$ cat src/rtl/fb_write_arbiter.sv
// Framebuffer SRAM port arbiter: VGA reads win, queued pixel writes fill idle slots.
// Optional FB_CLIP_EN: drop off-screen pixels at the FIFO input.
module fb_write_arbiter #(
   parameter int FIFO_DEPTH = 8,
   parameter int ADDR_W     = 18,
   parameter int DATA_W     = 16,
   parameter int SCREEN_W   = 640,
   parameter int SCREEN_H   = 480
) (
   input  logic              iCLK,
   input  logic              iRST,
   input  logic              iPIX_VALID,
   input  logic [15:0]       iPIX_X,
   input  logic [15:0]       iPIX_Y,
   input  logic [DATA_W-1:0] iPIX_COLOR,
   output logic              oPIX_READY,
   input  logic              iVIDEO_ON,
   input  logic              iVGA_REQ,
   input  logic [ADDR_W-1:0] iVGA_ADDR,
   output logic [DATA_W-1:0] oVGA_DATA,
   output logic              oVGA_VALID,
   input  logic [DATA_W-1:0] iGPU_DATA,
   output logic [DATA_W-1:0] oGPU_DATA,
   output logic [ADDR_W-1:0] oMEM_ADDR,
   output logic              oMEM_WRITE,
   output logic              oMEM_READ,
   output logic              oFIFO_EMPTY
);

   localparam int AW = $clog2(FIFO_DEPTH);
   localparam logic [AW:0] FULL = (AW+1)'(FIFO_DEPTH);

   if (FIFO_DEPTH < 2 || (FIFO_DEPTH & (FIFO_DEPTH - 1)) != 0 || SCREEN_H < 1)
   begin : g_cfg_err
      $error("fb_write_arbiter: invalid parameters");
   end

   typedef enum logic [1:0] {S_IDLE, S_READ, S_WRITE, S_TURN} state_t;

   state_t            state, state_nx;
   logic [ADDR_W-1:0] addr_mem  [FIFO_DEPTH];
   logic [DATA_W-1:0] color_mem [FIFO_DEPTH];
   logic [AW-1:0]     wr_ptr, rd_ptr;
   logic [AW:0]       count;
   logic [ADDR_W-1:0] pix_addr;
   logic              push, fifo_push, pop, empty, req, pending;
   logic [ADDR_W-1:0] vga_addr;
   logic              mem_write_d, mem_read_d;
   logic [ADDR_W-1:0] mem_addr_d;
   logic [DATA_W-1:0] gpu_data_d;

   assign pix_addr = ADDR_W'({16'd0, iPIX_Y} * SCREEN_W[31:0] + {16'd0, iPIX_X});
   assign empty       = (count == '0);
   assign oPIX_READY  = (count != FULL);
   assign oFIFO_EMPTY = empty;
   assign push        = iPIX_VALID & oPIX_READY;
   assign req         = iVIDEO_ON & iVGA_REQ;
   assign pop         = (state == S_WRITE) && !empty;

`ifdef FB_CLIP_EN
   logic in_range;
   assign in_range  = ({16'd0, iPIX_X} < SCREEN_W[31:0]) &&
                      ({16'd0, iPIX_Y} < SCREEN_H[31:0]);
   assign fifo_push = push & in_range;
`else
   assign fifo_push = push;
`endif

   always_ff @(posedge iCLK) begin
      if (iRST) begin
         wr_ptr <= '0;
         rd_ptr <= '0;
         count  <= '0;
      end else begin
         if (fifo_push) wr_ptr <= wr_ptr + 1'b1;
         if (pop)       rd_ptr <= rd_ptr + 1'b1;
         case ({fifo_push, pop})
            2'b10:   count <= count + 1'b1;
            2'b01:   count <= count - 1'b1;
            default: count <= count;
         endcase
      end
   end

   always_ff @(posedge iCLK) begin
      if (fifo_push) begin
         addr_mem[wr_ptr]  <= pix_addr;
         color_mem[wr_ptr] <= iPIX_COLOR;
      end
   end

   // Latest accepted VGA address; a request seen during WRITE waits out TURN.
   always_ff @(posedge iCLK) begin
      if (iRST) begin
         vga_addr <= '0;
         pending  <= 1'b0;
      end else begin
         if (req) vga_addr <= iVGA_ADDR;
         if (state == S_WRITE && req) pending <= 1'b1;
         else if (state == S_TURN)    pending <= 1'b0;
      end
   end

   always_ff @(posedge iCLK) begin
      if (iRST) state <= S_IDLE;
      else      state <= state_nx;
   end

   always_comb begin
      state_nx = state;
      case (state)
         S_IDLE, S_READ: begin
            if (req)         state_nx = S_READ;
            else if (!empty) state_nx = S_WRITE;
            else             state_nx = S_IDLE;
         end
         S_WRITE: begin
            if (req)                          state_nx = S_TURN;
            else if (count > 1 || fifo_push)  state_nx = S_WRITE;
            else                              state_nx = S_IDLE;
         end
         S_TURN: begin
            if (pending || req) state_nx = S_READ;
            else                state_nx = S_IDLE;
         end
         default: state_nx = S_IDLE;
      endcase
   end

   always_comb begin
      mem_write_d = 1'b0;
      mem_read_d  = 1'b0;
      mem_addr_d  = '0;
      gpu_data_d  = '0;
      case (state)
         S_READ: begin
            mem_read_d = 1'b1;
            mem_addr_d = vga_addr;
         end
         S_WRITE: begin
            mem_write_d = !empty;
            mem_addr_d  = addr_mem[rd_ptr];
            gpu_data_d  = color_mem[rd_ptr];
         end
         default: ;
      endcase
   end

   always_ff @(posedge iCLK) begin
      if (iRST) begin
         oMEM_WRITE <= 1'b0;
         oMEM_READ  <= 1'b0;
         oMEM_ADDR  <= '0;
         oGPU_DATA  <= '0;
         oVGA_VALID <= 1'b0;
         oVGA_DATA  <= '0;
      end else begin
         oMEM_WRITE <= mem_write_d;
         oMEM_READ  <= mem_read_d;
         oMEM_ADDR  <= mem_addr_d;
         oGPU_DATA  <= gpu_data_d;
         oVGA_VALID <= oMEM_READ;
         if (oMEM_READ) oVGA_DATA <= iGPU_DATA;
      end
   end

endmodule

$ cat config.mk
export PLATFORM = sky130hd
export DESIGN_NAME = fb_write_arbiter
export DESIGN_NICKNAME = d
export VERILOG_FILES = /design/src/rtl/fb_write_arbiter.sv
export SDC_FILE = /design/constraint.sdc
export NUM_CORES = 1
export LEC_CHECK = 0
export ABC_AREA = 1
export CAP_MARGIN = 10
export CORE_ASPECT_RATIO = 0.5
export CORE_MARGIN = 8
export CORE_UTILIZATION = 30
export CTS_CLUSTER_SIZE = 28
export DETAILED_ROUTE_END_ITERATION = 7
export DONT_BUFFER_PORTS = 1
export GPL_TIMING_DRIVEN = 0
export HOLD_SLACK_MARGIN = 0.03
export PLACE_DENSITY = 0.42
export SLEW_MARGIN = 20
export SYNTH_ARGS = -nofsm -noshare
export SYNTH_HDL_FRONTEND = slang
export SYNTH_SLANG_ARGS = --single-unit
export TNS_END_PERCENT = 100
$ cat constraint.sdc
create_clock -name iCLK -period 4.27 [get_ports iCLK]
set_clock_uncertainty 0.05 [all_clocks]
set_input_delay 1.0675 -clock iCLK [delete_from_list [all_inputs] [get_ports iCLK]]
set_output_delay 1.0675 -clock iCLK [all_outputs]
set_load 0.05 [all_outputs]
# Word level (Yosys, flattened, before mapping)
# Memory sizes are Yosys's and may differ from the RTL's. A register that Yosys moved wholly into a read port is not among the register bits.
# Cells that the tools add are included.
# classes
add_sub_neg,5
mul,1
order_cmp,1
eq_ne,6
n_mux,15
n_bitwise,3
n_reduce_logical,11
# ops
operator,count
18-bit case mux with 2 select lines,1
18-bit by 16-bit adder with 18-bit output,1
16-bit by 3-bit multiplier with 11-bit output (second input constant),1
2-bit 2-to-1 mux,4
4-bit case mux with 2 select lines,1
3-bit by 1-bit adder with 3-bit output (second input constant),2
2-bit == test (second input constant),3
1-bit 2-to-1 mux,6
3-bit 2-to-1 mux,2
2-bit case mux with 3 select lines,1
4-bit by 1-bit adder with 4-bit output (second input constant),1
2-bit by 1-bit == test with 1-bit output (second input constant),2
4-bit by 1-bit > comparator with 1-bit output (second input constant),1
4-bit zero test,1
4-bit != test (second input constant),1
2-bit nonzero test,2
2-bit OR reduction,2
4-bit by 1-bit subtractor with 4-bit output (second input constant),1
1-bit bitwise AND,2
1-bit logical AND,2
2-bit zero test,1
1-bit logical OR,2
1-bit zero test,1
1-bit NOT,1
# totals
regBits,68
ramBits,272
input_bits,87
out_inout_bits,55
wordCells,55
n_memories,2
# mem_list
memory,depth,width,read_ports,rd_clocked_by_memory_dff,write_ports,line_no,text
addr_mem,8,18,1,1,1,41,logic [ADDR_W-1:0] addr_mem [FIFO_DEPTH];
color_mem,8,16,1,1,1,42,logic [DATA_W-1:0] color_mem [FIFO_DEPTH];

# Depth between registers and ports, before layout
# logic_depth
word_depth,6
depth_mapped,16
depth_no_buf,16

# Worst setup path after synthesis
# OpenSTA, ideal clock, no wires.
# synth_timing
path_type,input to register
from,input port iPIX_Y[1]
to,"memory addr_mem[0][17], data pin"
t_arrival_ns,3.166
required_ns,3.937
slack_ns,0.770
path_stages,14
path_buffers,0
cell_sequence,ha_1 -> ha_1 -> fa_1 -> a21oi_1 -> xnor2_1 -> ha_1 -> nand2_1 -> inv_1 -> a21oi_1 -> nand2_1 -> nand2_1 -> nand2_1 -> nand3_1 -> nand2_1
# synth_via
elab_chain_cells,2
# synth_lines
element,line_no,text
from (decl),14,"input logic [15:0] iPIX_Y,"
16-bit by 3-bit multiplier with 11-bit output,52,"assign pix_addr = ADDR_W'({16'd0, iPIX_Y} * SCREEN_W[31:0] + {16'd0, iPIX_X});"
18-bit by 16-bit adder with 18-bit output,52,
net pix_addr[17],45,logic [ADDR_W-1:0] pix_addr;
to (decl),41,
# The timed path passes the listed nets, and every way through them passes these cells.

# Final worst setup path
# layout_timing
from,input port iPIX_Y[1]
to,"memory addr_mem[3][15], data pin"
# Same word-level chain as after synthesis.

==> flow_summary_export.csv <==
group,metric,value,unit
outcome,outcome,"finished, final reports clean",
min_path,worstHoldPathCells,2,
yosys,syn_area,0.0146,mm^2
power,clkPwrFrac,36.6,%
yosys,synth_cells,1290,
route,wire_per_inst,20.3,um
floorplanning,die-width,328,um
clock_tree,cts_sinks,359,
floorplanning,core-area,0.0483,mm^2
yosys,synth_seq_area_share,67.8,%
power,p_sw,2.48,mW
yosys,synth_top_area_share,55.9,%
yosys,yosys_register_bits,359,
final_layout,diodes,0,
yosys,synth_enable_flop_cells,272,
route,routed_wl,41000,um
floorplanning,pin_count,142,
setup_path,reg2reg_to,"addr_mem[6][12]$_DFFE_PP_",
grt,grt_pass1_wl,60400,um
min_path,min_path_type,"reg -> reg",
route,drc,0,
route,vias,9577,
route,routed_via_density,4.75,
final_layout,multi_input_area,0.00392,mm^2
min_path,worstHoldEndpoint,"oMEM_ADDR[0]$_SDFF_PP0_",
yosys,async_flop_share,0,%
final_layout,finalNetCount,1464,
yosys,yosys_warnings,0,
clock_tree,cts_root_buf,"clkbuf_16",
grt,grt_use_total,14.2,%
setup_path,reg2regPathDepth,8,
grt,grt_max_degree,19,
setup_path,path_cells,"ha_1 > ha_1 > fa_1 > a21oi_1 > xnor2_1 > ha_1 > nand2_1 > inv_1 > a21oi_1 > nand2_1 > xor2_1",
floorplanning,die_area,0.0564,mm^2
sta,slew_headroom,45.6,%
clock_tree,ctsHoldBuffers,0,
sta,fin_hold_ws,405,ps
setup_path,crit_fanout,8,
final_layout,syn_to_final_growth,16.2,%
setup_path,slowest_delay,540,ps
sta,fin_crit,3350,ps
clock_tree,clkTransAtPathRegs,60,ps
sta,rsz0062_at_grt,"no",
clock_tree,h-tree-depth,2,
sta,drv_slew,0,
floorplanning,die_height,172,um
clock_tree,cts_setup_buffers,0,
yosys,ys.flop_type,"edfxtp_1",
setup_path,cp.arrival,3540,ps
placement,hpwl,27500,um
run,cap_violations,0,
grt,grt-ovfl-total,0,
power,p_leak,6.13,nW
route,dr.pass1.iters,5,
yosys,ys_types,33,
grt,grt_pass1_vias,9630,
route,drt-initial-drc-count,641,
sta,tightest_slew,815,ps
sta,final_hold_viol_count,0,
clock_tree,cts_resized,0,
min_path,min_from,"vga_addr[0]$_SDFFE_PP0P_",
placement,gp_congestion,0.780,
floorplanning,rows,57,
route,ant_nets,0,
final_layout,final_core_util,35.2,%
power,p_seq_share,47.4,%
clock_tree,tritoncts,"yes",
final_layout,n_fill_cell,4765,
sta,finalCritPeriodShare,78.6,%
yosys,avgSynthCellArea,11.3,um^2
power,ir_drop,0.198,mV
setup_path,crit_path_start_kind,"primary input",
placement,dp_cells,1951,
final_layout,final-instance-count-excl-fill,2018,
grt,antenna_found_initial,0,
placement,io_buffer_count,0,
power,pwr-share-comb,15.9,%
sta,timing.fmax,298,MHz
setup_path,cp_data_required_time,4460,ps
setup_path,crit_slowest_cell,"xor2_1",
clock_tree,clock_path_buffers,3,
yosys,synth_area_leaders,"edfxtp_1 (56%), dfxtp_1 (12%), o21ai_0 (5.0%), nor2_1 (4.9%), nand2_1 (3.1%)",
power,p_per_area,520,mW/mm^2
sta,fin_setup_tns,0,ps
final_layout,regArea,0.00991,mm^2
yosys,syn-num-nets,1413,
floorplanning,start_util,30.3,%
clock_tree,cts-buffers-inserted,37,
setup_path,rrSetupSlack,980,ps
clock_tree,clk_latency,530,ps
sta,finalSetupViolCount,0,
power,p_int,6.34,mW
yosys,synth_top_area_cell,"edfxtp_1",
setup_path,reg2reg_from,"count[0]$_SDFFE_PP0P_",
setup_path,cp_common_cell,"ha_1",
setup_path,endpoint_kind,"flop",
final_layout,layout-drive-gt1-share,8.98,%
power,swShare,28.2,%
setup_path,worstSetupPathType,"in -> reg",
power,fin_total_pwr,8.82,mW
logic make-up (layout without fill, tap and decap cells):
family	count (synthesis)	after routing	synth area share (%)
AO/OA/AOI/OAI	294	294	10.9
XOR/XNOR	12	12	0.719
adder cells (fa/ha/maj)	36	36	3.19
buffers and inverters	190	269	5.71
flip-flops	359	359	67.8
multiplexers	16	16	1.10
AND/OR/NAND/NOR	383	383	10.5
cell usage in the layout (no fill, tap or decap), types with 2 or more instances in the layout:
cell	instances
a21oi_1	76
buf_12	6
buf_16	6
buf_2	29
buf_4	6
buf_6	8
bufinv_16	2
clkbuf_1	26
clkbuf_16	40
clkbuf_2	4
clkbuf_8	4
clkinv_1	9
clkinv_2	6
dfxtp_1	87
edfxtp_1	272
fa_1	2
ha_1	34
inv_1	119
inv_2	2
mux2i_1	16
nand2_1	120
nand3_1	68
nand4_1	2
nor2_1	181
nor2_4	8
nor3_1	2
o211ai_1	37
o21ai_0	145
o21ai_1	15
o22ai_1	16
xnor2_1	4
xor2_1	8
power groups by stage:
stage	Clock (mW)	Sequential, mW	Combinational [mW]
2_1_floorplan	0	4.24	0.934
4_1_cts	3.32	4.19	1.44
6_report	3.23	4.18	1.41
3_3_place_gp	0	4.26	1.38
5_1_grt	3.48	4.20	1.58
3_5_place_dp	0	4.26	1.43
registers in the layout, summed over array words and instances (netlist names), 2 cells and up, named ones only:
register / count
color_mem: 128
vga_addr: 18
count: 4
addr_mem: 144
oVGA_DATA: 16
state: 2
wr_ptr: 3
oMEM_ADDR: 18
oGPU_DATA: 16
rd_ptr: 3
final cells by class:
type	count	share of cell area (%)
Clock inverter	15	0.715
Multi-Input combinational cell	741	23.1
Tap cell	649	4.78
Buffer	66	2.17
Timing Repair Buffer	12	1.68
Inverter	124	2.74
Clock buffer	52	6.41
Sequential cell	359	58.4
layer usage:
layer	up-vias	global-route usage, %	part of all wire, %
met5	-	0	0
met4	0	4.13	2.4
met3	69	2.99	5.3
met2	234	25.3	50
met1	4687	17.4	43
li1	4587	-	-
how the worst max path moves through the flow:
stage                          start                        end  slack, ps  cells past startpoint
2_1_floorplan              iPIX_Y[1]  addr_mem[0][17]$_DFFE_PP_        770                     14
3_3_place_gp   count[0]$_SDFFE_PP0P_   addr_mem[7][9]$_DFFE_PP_      -1320                      7
3_5_place_dp               iPIX_Y[1]  addr_mem[6][15]$_DFFE_PP_        350                     11
4_1_cts                    iPIX_Y[1]  addr_mem[3][15]$_DFFE_PP_        910                     11
5_1_grt                    iPIX_Y[1]  addr_mem[3][15]$_DFFE_PP_        720                     11
6_report                   iPIX_Y[1]  addr_mem[3][15]$_DFFE_PP_        920                     11
worst max-delay path: cells and delay by family:
family | cells | cell delay (ps)
buffers and inverters | 1 | 40
and+or+nand+nor | 2 | 170
xor gates and xnor gates | 2 | 710
AOI/OAI and AO/OA | 2 | 330
adders and majority gates | 4 | 1220
synthesized netlist by cell type (4+ instances only):
library cell and number:
clkbuf_1 20, nand3_1 68, buf_4 6, inv_1 119, ha_1 34, o21ai_1 15
mux2i_1 16, xnor2_1 4, a21oi_1 76, o22ai_1 16, buf_6 8, xor2_1 8
nand2_1 120, dfxtp_1 87, nor2_1 189, buf_2 29, edfxtp_1 272, o211ai_1 37
o21ai_0 145
stage by stage:
step | worst slack [ps] | cell area (um^2)
floorplan | 770 | 14600
global placement | -1320 | 15400
detailed placement | 350 | 15800
CTS | 908 | 17000
global route | 725 | 17000
finish | 916 | 17000
Note: power is estimated with default switching activity, not from simulation.
